[src/rtl/scpu_mem_pkg.sv]
// Shared constants for the SCPU data-memory front end: default widths, arbitration
// modes and the MEMORY write-enable encoding.
package scpu_mem_pkg;

   localparam int unsigned DEF_DATA_W = 16;
   localparam int unsigned DEF_ADDR_W = 13;

   localparam int unsigned ARB_FIXED = 0;
   localparam int unsigned ARB_RR    = 1;

   // MEMORY write enable is active-low
   typedef enum logic {
      WEN_WRITE = 1'b0,
      WEN_IDLE  = 1'b1
   } wen_e;

endpackage

[src/rtl/scpu_mem_arbiter_if.sv]
// Requester-side bus of the memory arbiter: packed per-channel commands in, one-hot
// grant and read-valid strobes plus shared read data out.
interface scpu_mem_arbiter_if #(
   parameter int unsigned NUM_CH = 3,
   parameter int unsigned DATA_W = scpu_mem_pkg::DEF_DATA_W,
   parameter int unsigned ADDR_W = scpu_mem_pkg::DEF_ADDR_W
) ();

   logic [NUM_CH-1:0]        req;
   logic [NUM_CH-1:0]        we;
   logic [NUM_CH*ADDR_W-1:0] addr;
   logic [NUM_CH*DATA_W-1:0] wdata;
   logic [NUM_CH-1:0]        gnt;
   logic [NUM_CH-1:0]        rvalid;
   logic [DATA_W-1:0]        rdata;

   modport master (
      output req, we, addr, wdata,
      input  gnt, rvalid, rdata
   );

   modport slave (
      input  req, we, addr, wdata,
      output gnt, rvalid, rdata
   );

endinterface

[src/rtl/rr_arbiter.sv]
// One-hot arbiter: fixed priority (channel 0 first) or round-robin starting after the
// last winner. Grant is combinational and forced low during reset.
module rr_arbiter
   import scpu_mem_pkg::*;
#(
   parameter int unsigned NUM_CH   = 3,
   parameter int unsigned ARB_MODE = ARB_RR
) (
   input  logic              clk,
   input  logic              rst,
   input  logic [NUM_CH-1:0] req,
   output logic [NUM_CH-1:0] gnt
);

   // mask_q marks the channels at or above the current round-robin start point
   logic [NUM_CH-1:0] mask_q;
   logic [NUM_CH-1:0] mask_d;
   logic [NUM_CH-1:0] mask_eff;
   logic [NUM_CH-1:0] req_hi;
   logic [NUM_CH-1:0] cand;
   logic [NUM_CH-1:0] gnt_shl;

   always_comb begin
      mask_eff = (ARB_MODE == ARB_RR) ? mask_q : '1;
      req_hi   = req & mask_eff;
      // nothing at/above the start point: wrap around to the lowest requester
      cand     = (|req_hi) ? req_hi : req;
      gnt      = rst ? '0 : (cand & (~cand + NUM_CH'(1)));
      gnt_shl  = gnt << 1;
      // channels strictly above the winner; all-zero after the top channel wins
      mask_d   = (|gnt) ? ~(gnt_shl - NUM_CH'(1)) : mask_q;
   end

   always_ff @(posedge clk or posedge rst) begin
      if (rst) begin
         mask_q <= '1;
      end else begin
         mask_q <= mask_d;
      end
   end

endmodule

[src/rtl/scpu_mem_arbiter.sv]
// Multi-channel front end for the single-port SCPU data memory: arbitrates one access
// per cycle, registers the memory command and returns read data via a tag pipeline.
module scpu_mem_arbiter
   import scpu_mem_pkg::*;
#(
   parameter int unsigned DATA_W   = DEF_DATA_W,
   parameter int unsigned ADDR_W   = DEF_ADDR_W,
   parameter int unsigned NUM_CH   = 3,
   parameter int unsigned RD_LAT   = 1,
   parameter int unsigned ARB_MODE = ARB_RR
) (
   input  logic               clk,
   input  logic               rst,
   scpu_mem_arbiter_if.slave  bus,
   output logic               WEN,
   output logic [ADDR_W-1:0]  ADDR,
   output logic [DATA_W-1:0]  MEM_in,
   input  logic [DATA_W-1:0]  MEM_out
);

   logic [NUM_CH-1:0] gnt;
   logic              sel_we;
   logic [ADDR_W-1:0] sel_addr;
   logic [DATA_W-1:0] sel_wdata;

   // tag_q[i] holds the one-hot issuing channel of a read i+1 cycles after its grant
   logic [NUM_CH-1:0] tag_q [RD_LAT+1];

   rr_arbiter #(
      .NUM_CH   (NUM_CH),
      .ARB_MODE (ARB_MODE)
   ) u_arb (
      .clk (clk),
      .rst (rst),
      .req (bus.req),
      .gnt (gnt)
   );

   // One-hot AND-OR select of the winning channel's command
   always_comb begin
      sel_we    = 1'b0;
      sel_addr  = '0;
      sel_wdata = '0;
      for (int unsigned ch = 0; ch < NUM_CH; ch++) begin
         if (gnt[ch]) begin
            sel_we    = sel_we | bus.we[ch];
            sel_addr  = sel_addr | bus.addr[ch*ADDR_W +: ADDR_W];
            sel_wdata = sel_wdata | bus.wdata[ch*DATA_W +: DATA_W];
         end
      end
   end

   always_ff @(posedge clk or posedge rst) begin
      if (rst) begin
         WEN    <= WEN_IDLE;
         ADDR   <= '0;
         MEM_in <= '0;
      end else if (|gnt) begin
         WEN    <= sel_we ? WEN_WRITE : WEN_IDLE;
         ADDR   <= sel_addr;
         MEM_in <= sel_wdata;
      end else begin
         WEN    <= WEN_IDLE;
      end
   end

   always_ff @(posedge clk or posedge rst) begin
      if (rst) begin
         for (int unsigned i = 0; i <= RD_LAT; i++) begin
            tag_q[i] <= '0;
         end
      end else begin
         tag_q[0] <= gnt & ~bus.we;
         for (int unsigned i = 1; i <= RD_LAT; i++) begin
            tag_q[i] <= tag_q[i-1];
         end
      end
   end

   assign bus.gnt    = gnt;
   assign bus.rvalid = tag_q[RD_LAT];
   assign bus.rdata  = MEM_out;

endmodule
[src/flat_wrapper.sv]
// flat-port wrapper written by rule: the top's interface ports become plain ports
module scpu_mem_arbiter_flat import scpu_mem_pkg::*;
#(
   parameter int unsigned DATA_W   = DEF_DATA_W,
   parameter int unsigned ADDR_W   = DEF_ADDR_W,
   parameter int unsigned NUM_CH   = 3,
   parameter int unsigned RD_LAT   = 1,
   parameter int unsigned ARB_MODE = ARB_RR
)
  (clk, rst, WEN, ADDR, MEM_in, MEM_out, bus_req, bus_we, bus_addr, bus_wdata, bus_gnt, bus_rvalid, bus_rdata);
  scpu_mem_arbiter_if #(.NUM_CH(NUM_CH), .DATA_W(DATA_W), .ADDR_W(ADDR_W)) bus_i ();
  input  logic clk;
  input  logic rst;
  output logic WEN;
  output logic [ADDR_W-1:0] ADDR;
  output logic [DATA_W-1:0] MEM_in;
  input  logic [DATA_W-1:0] MEM_out;
  input wire logic [$bits(bus_i.req)-1:0] bus_req;
  input wire logic [$bits(bus_i.we)-1:0] bus_we;
  input wire logic [$bits(bus_i.addr)-1:0] bus_addr;
  input wire logic [$bits(bus_i.wdata)-1:0] bus_wdata;
  output wire logic [$bits(bus_i.gnt)-1:0] bus_gnt;
  output wire logic [$bits(bus_i.rvalid)-1:0] bus_rvalid;
  output wire logic [$bits(bus_i.rdata)-1:0] bus_rdata;
  assign bus_i.req = bus_req;
  assign bus_i.we = bus_we;
  assign bus_i.addr = bus_addr;
  assign bus_i.wdata = bus_wdata;
  assign bus_gnt = bus_i.gnt;
  assign bus_rvalid = bus_i.rvalid;
  assign bus_rdata = bus_i.rdata;
  scpu_mem_arbiter #(.DATA_W(DATA_W), .ADDR_W(ADDR_W), .NUM_CH(NUM_CH), .RD_LAT(RD_LAT), .ARB_MODE(ARB_MODE)) u_core (.clk(clk), .rst(rst), .bus(bus_i), .WEN(WEN), .ADDR(ADDR), .MEM_in(MEM_in), .MEM_out(MEM_out));
endmodule
[config.mk]
export PLATFORM = sky130hd
export DESIGN_NAME = scpu_mem_arbiter_flat
export DESIGN_NICKNAME = d
export VERILOG_FILES = /design/src/rtl/scpu_mem_pkg.sv /design/src/rtl/scpu_mem_arbiter_if.sv /design/src/rtl/rr_arbiter.sv /design/src/rtl/scpu_mem_arbiter.sv /design/src/flat_wrapper.sv
export SDC_FILE = /design/constraint.sdc
export NUM_CORES = 1
export LEC_CHECK = 0
export BUFFER_PORTS_ARGS = -buffer_cell sky130_fd_sc_hd__buf_2
export CAP_MARGIN = 30
export CORE_MARGIN = 3
export CORE_UTILIZATION = 45
export DETAILED_ROUTE_END_ITERATION = 12
export PLACE_DENSITY = 0.84
export SLEW_MARGIN = 20
export SYNTH_ARGS = -nofsm -noshare
export SYNTH_HDL_FRONTEND = slang
export SYNTH_SLANG_ARGS = --single-unit
[constraint.sdc]
create_clock -name clk -period 4.2 [get_ports clk]
set_input_delay 0.84 -clock clk [delete_from_list [all_inputs] [get_ports clk]]
set_output_delay 0.84 -clock clk [all_outputs]
set_load 0.05 [all_outputs]
# Word level (Yosys, flattened, before mapping)
# Index checks and enable logic that the tools add are counted.
dict set report totals {
  register_bits 39
  input_bits 111
  output_inout_bits 52
  word_cells 35
}
dict set report op_classes {
  addsub 2
  mux 13
  n_bitwise 12
  n_reduce_logical 2
}
# cell count
set ops {}
lappend ops {{2-to-1 mux 16 bit} 3}
lappend ops {{2-to-1 mux 13 bit} 3}
lappend ops {{bitwise OR 16 bit} 2}
lappend ops {{bitwise OR 13 bit} 2}
lappend ops {{AND 3 bit} 3}
lappend ops {{inverter 3 bit} 3}
lappend ops {{2-to-1 mux 3 bit} 2}
lappend ops {{OR reduction 3 bit} 2}
lappend ops {{2-to-1 mux 1 bit} 5}
lappend ops {{adder 3 x 1 -> 3 bit, second input constant} 1}
lappend ops {{subtractor 3 x 1 -> 3 bit, second input constant} 1}
lappend ops {{bitwise OR 1 bit} 2}

# Logic depth before layout (Yosys ltp)
dict set report logic_depth {
  depth_word 14
  ltp_mapped 11
  mapped_depth_nobuf 8
}

# Modules after synthesis
# A second synthesis with hierarchy kept.
dict set report unflattened {
  hier_cells 195
  area_unflattened_um2 2015.7
}
# mod instances cells_each area_per_inst_um2
set by_module_without_submodules {}
lappend by_module_without_submodules {scpu_mem_arbiter 1 172 1811.7}
lappend by_module_without_submodules {rr_arbiter 1 23 203.9}

# Worst setup path after synthesis
# Ideal clock, no wire load.
dict set report synth_path {
  path_type {input-to-reg}
  from {input rst}
  to {register u_core.ADDR[4]}
  t_arrival_ns 3.460
  t_required_ns 4.079
  slack_ns 0.619
  cell_stages 10
  path_buffers 3
  cell_sequence {buf_2 -> inv_1 -> o2111a_1 -> buf_2 -> inv_1 -> ha_1 -> o31a_4 -> buf_6 -> a21oi_2 -> a2bb2oi_2}
}
dict set report synth_between {
  word_cells_on_any_way 7
  classes_between {4 x mux; 2 x bitwise; 1 x reduce/logical}
}
# item line_no
set synth_rtl {}
lappend synth_rtl {{start, declared} flat_wrapper.sv:13} ;# input logic rst;
lappend synth_rtl {{2-to-1 mux 3 bit (*)} rr_arbiter.sv:28} ;# gnt = rst ? '0 : (cand & (~cand + NUM_CH'(1)));
lappend synth_rtl {{via bus_gnt[1]} flat_wrapper.sv:22} ;# output wire logic [$bits(bus_i.gnt)-1:0] bus_gnt;
lappend synth_rtl {{2-to-1 mux 13 bit} scpu_mem_arbiter.sv:45} ;# if (gnt[ch]) begin
lappend synth_rtl {{bitwise OR 13 bit} scpu_mem_arbiter.sv:47} ;# sel_addr = sel_addr | bus.addr[ch*ADDR_W +: ADDR_W];
lappend synth_rtl {{2-to-1 mux 13 bit} scpu_mem_arbiter.sv:45}
lappend synth_rtl {{end signal, assigned} scpu_mem_arbiter.sv:60} ;# ADDR <= sel_addr;
lappend synth_rtl {{end, declared} scpu_mem_arbiter.sv:16} ;# output logic [ADDR_W-1:0] ADDR,
# The timed path passes the listed nets; every way through them passes the cells marked *.
# A chain may end at the register's enable or synchronous reset.

# Final worst setup path
dict set report layout_path {
  from {input bus_req[2]}
  to {output bus_gnt[2]}
}
dict set report layout_between {
  elab_chain_cells 7
}
# item line_no
set layout_lines {}
lappend layout_lines {{start, declared} flat_wrapper.sv:18} ;# input wire logic [$bits(bus_i.req)-1:0] bus_req;
lappend layout_lines {{AND 3 bit} rr_arbiter.sv:25} ;# req_hi = req & mask_eff;
lappend layout_lines {{OR reduction 3 bit} rr_arbiter.sv:27} ;# cand = (|req_hi) ? req_hi : req;
lappend layout_lines {{2-to-1 mux 3 bit (*)} rr_arbiter.sv:27}
lappend layout_lines {{inverter 3 bit} rr_arbiter.sv:28}
lappend layout_lines {{adder 3 x 1 -> 3 bit} rr_arbiter.sv:28}
lappend layout_lines {{AND 3 bit (*)} rr_arbiter.sv:28}
lappend layout_lines {{2-to-1 mux 3 bit (*)} rr_arbiter.sv:28}
lappend layout_lines {{end, declared} flat_wrapper.sv:22}
# Every way passes the cells marked *; elsewhere a longest branch is shown, timed or not.

==> summary.txt <==
Critical path
  • Crit-path leading delay family: buffers and inverters
  • Setup CP Type: in -> out
  • Reg-to-reg setup timing slack: 1.76 ns
  • Critical Path AT: 2.44 ns
  • Reg2reg start: u_core.u_arb.mask_eff[1]$_DFFE_PP1P_
  • Crit Path Max Fanout: 33
  • Worst setup EP type: output port
  • CP dominant cell by count: buf_2
  • Worst Reg-to-Reg Cells: 5
  • Reg-to-reg critical path endpoint: u_core.WEN$_DFF_PP1_
  • Crit-path cells: buf_2 > buf_4 > a22oi_2 > o21a_4 > nor3_4 > buf_2
  • Worst path max stage delay: 0.34 ns
  • Critical path buffers and inverters: 3
  • Startpoint Class: input port
  • WP data required: 3.36 ns
  • CP max stage cell: o21a_4

Min path
  • Hold Path End: u_core.bus.rvalid[1]$_DFF_PP0_
  • Hold Crit Class: reg -> reg
  • HP Start: u_core.tag_q[4]$_DFF_PP0_
  • Hold depth: 0

GRT
  • Largest net degree at the start of global routing: 40
  • First-pass GRT wire length: 12.0 mm
  • Total gr overflow: 0
  • Gr usage total: 20.8%
  • Antenna violations before repair: 0
  • Vias in the first global route: 2,509

CTS
  • Root Driver: clkbuf_8
  • Clock buffer depth: 2
  • CTS sink count: 39
  • Post-CTS Resized: 0
  • Hold_buf cts: 0
  • Inserted Clock Buffers: 5
  • Worst skew pair latency: 0.28 ns
  • CTS H-tree lvls: 2
  • # Post-CTS Setup Buffers: 0
  • Clock transition at path regs: 0.08 ns
  • CTS tree: yes

Power and ir drop
  • Part of the power in registers: 28.7%
  • Clock Power Share: 14.8%
  • Pint: 1100 µW
  • Power Dens Cells: 645 mW/mm²
  • Sw power: 1030 µW
  • Max VDD drop: 0.466 mV
  • Logic pwr share: 56.6%
  • Switching Fraction: 48.2%
  • P_leak: 0.00151 µW

Synthesis
  • Synth unique cells: 29
  • Syn Nets: 371
  • Count leader, synth: dfrtp_1
  • Gate count of the mapped netlist: 259
  • Async S/R FF share, synth: 100%
  • Post-synth EDFFs: 0
  • Syn Area/Cell: 10.5 µm²
  • Seq/Total Area, Yosys: 36.2%
  • Post-synth top cells: 35 x dfrtp_1, 32 x nand2_1, 30 x nand4_1
  • Top cell type's share of synthesized area: 32.3%
  • Largest area contributor in the netlist: dfrtp_1
  • Synth warnings: 0
  • Yosys reg bits: 39
  • Ranking of synthesized cells by area: dfrtp_1 32%, a2bb2oi_2 16%, a21oi_2 9.4%
  • Top_reg_cell synth: dfrtp_1
  • Synth Cell Area: 0.00271 mm²

Die
  • Die Wd: 83.6 µm
  • Die height: 83.6 µm
  • # rows: 27
  • I/O pin cnt: 163
  • Core footprint: 0.00568 mm²
  • Die ar.: 0.00698 mm²
  • Initial core utilization: 47.7%

Final layout
  • Post-Layout Inst Area: 0.00330 mm²
  • Layout cells sized above 1: 60.2%
  • N_diodes: 0
  • Multi-input logic area: 0.00142 mm²
  • Nets: 468
  • Fill cell count: 497
  • Register Area: 981 µm²
  • Area Growth Syn to Fin: 21.8%

Drt
  • Final WL: 7.23 mm
  • Iter 0 DRT Violations: 119
  • Detailed-route wire length per cell: 16.8 µm
  • Residual DRC: 0
  • Vias per inst: 5.72
  • Antenna-violating nets left: 0
  • DRT Pass-1 Iters: 4
  • Vias: 2,453

Timing
  • Setup TNS: 0 ns
  • Final setup violation count: 0
  • Fin crit period: 3.28 ns
  • Final setup margin: 0.917 ns
  • Min Hold Slack: 0.352 ns
  • Fin. Hold Viols: 0
  • Worst Clk Skew: 0.00509 ns
  • Final Max Slew Viols: 0
  • FMAX: 0.305 GHz
  • Fin crit share: 78.2%
  • Slew headroom: 61.6%
  • Slew @ Worst Pin: 0.576 ns
  • Setup repair after global routing missed its margin: no

Place
  • DPL Wire Length: 5.16 mm
  • Port-buffer cells: 130
  • Dpl cell area: 0.00319 mm²
  • Global placement routability congestion: 0.822
  • Dpl ws: 0.938 ns

Run
  • Max cap viols: 0

Outcome
  • Status: complete, no violations
[power groups by stage]
stage                     registers [µW]  clock network (µW)  logic, µW
after detailed placement             618                   0       1210
final                                610                 314       1200
after CTS                            610                 321       1210
after floorplan                     1040                   0        590
after global placement               612                   0       1190
after global routing                 626                 336       1270
[per-layer routing]
metal | global-route usage, % | up-vias | routed length, µm
met5 | 0 | - | 0
met4 | 7.46 | 0 | 119
met3 | 5.33 | 12 | 556
met2 | 36.1 | 119 | 3630
met1 | 24.8 | 1195 | 2920
li1 | - | 1127 | -
[metrics by stage]
| step | util (%) | power, µW | std cells |
|---|---|---|---|
| after CTS | 58.1 | 2140 | 429 |
| after detailed placement | 56.1 | 1830 | 421 |
| final | 58.1 | 2130 | 429 |
| after floorplan | - | 1630 | 259 |
| after global routing | 58.1 | 2230 | 429 |
| after global placement | 56.1 | 1800 | 421 |
[flip-flops by register name (all words and copies together), names as in the netlist]
register               flops
u_core.WEN                 1
u_core.tag_q               3
u_core.ADDR               13
u_core.bus.rvalid          3
u_core.MEM_in             16
u_core.u_arb.mask_eff      3
[worst reg2reg max path, cell delays in order, from the launching register on]
cell	delay, ns
dfstp_2	0.58
o2111a_2	0.61
inv_1	0.13
ha_1	0.26
or2b_4	0.59
o21ai_1	0.18
[worst max-delay path by stage]
stage | start | endpoint | slack, ns | depth (start not counted)
floorplan | rst | u_core.ADDR[4]$_DFFE_PP0P_ | 0.62 | 10
global placement | bus_req[2] | bus_gnt[2] | 0.96 | 6
detailed placement | bus_req[2] | bus_gnt[2] | 0.94 | 6
CTS | bus_req[2] | bus_gnt[2] | 0.93 | 6
global route | bus_req[2] | bus_gnt[2] | 0.80 | 6
finish | bus_req[2] | bus_gnt[2] | 0.92 | 6
[cells by family (layout without fill, tap and decap cells)]
group,after synthesis,after routing,synth area share (%)
multiplexers,1,1,0.554
AO/OA/AOI/OAI,99,99,37.3
AND/OR/NAND/NOR,71,71,13.7
flip-flops,39,39,36.2
adder cells (fa/ha/maj),1,1,0.462
buffers and inverters,48,146,11.7
[cell type report]
| class | count | area share, % |
|---|---|---|
| Multi-Input combinational cell | 172 | 42.9 |
| Sequential cell | 39 | 29.7 |
| Timing Repair Buffer | 135 | 20.9 |
| Tap cell | 72 | 2.73 |
| Clock buffer | 5 | 2.09 |
| Clock inverter | 3 | 1.33 |
| Inverter | 3 | 0.341 |
[placed cells by master, fill, tap and decap left out]
| cell | netlist | final |
|---|---|---|
| buf_2 | 13 | 130 |
| dfrtp_1 | 35 | 35 |
| nand2_1 | 32 | 32 |
| nand4_1 | 30 | 30 |
| a21oi_2 | 29 | 29 |
| a21o_1 | 29 | 29 |
| a2bb2oi_2 | 29 | 29 |
| clkbuf_8 | 0 | 5 |
| buf_4 | 20 | 5 |
| dfstp_2 | 4 | 4 |
| a21oi_1 | 3 | 3 |
| nor2_1 | 3 | 3 |
| o21ai_2 | 1 | 2 |
| inv_1 | 3 | 2 |
| and2_1 | 2 | 2 |
| a22oi_2 | 1 | 1 |
| o21a_4 | 1 | 1 |
| a21boi_1 | 1 | 1 |
| nor3_4 | 1 | 1 |
| or2b_4 | 1 | 1 |
| clkinv_1 | 0 | 1 |
| o2111a_2 | 0 | 1 |
| o31a_4 | 1 | 1 |
| or2_2 | 1 | 1 |
| mux2_4 | 1 | 1 |
| nor4_1 | 1 | 1 |
| o21ai_1 | 2 | 1 |
| o22ai_1 | 1 | 1 |
| ha_1 | 1 | 1 |
| clkinv_2 | 0 | 1 |
| bufinv_16 | 0 | 1 |
| clkinv_4 | 0 | 1 |
(Power assumes the default switching activity.)
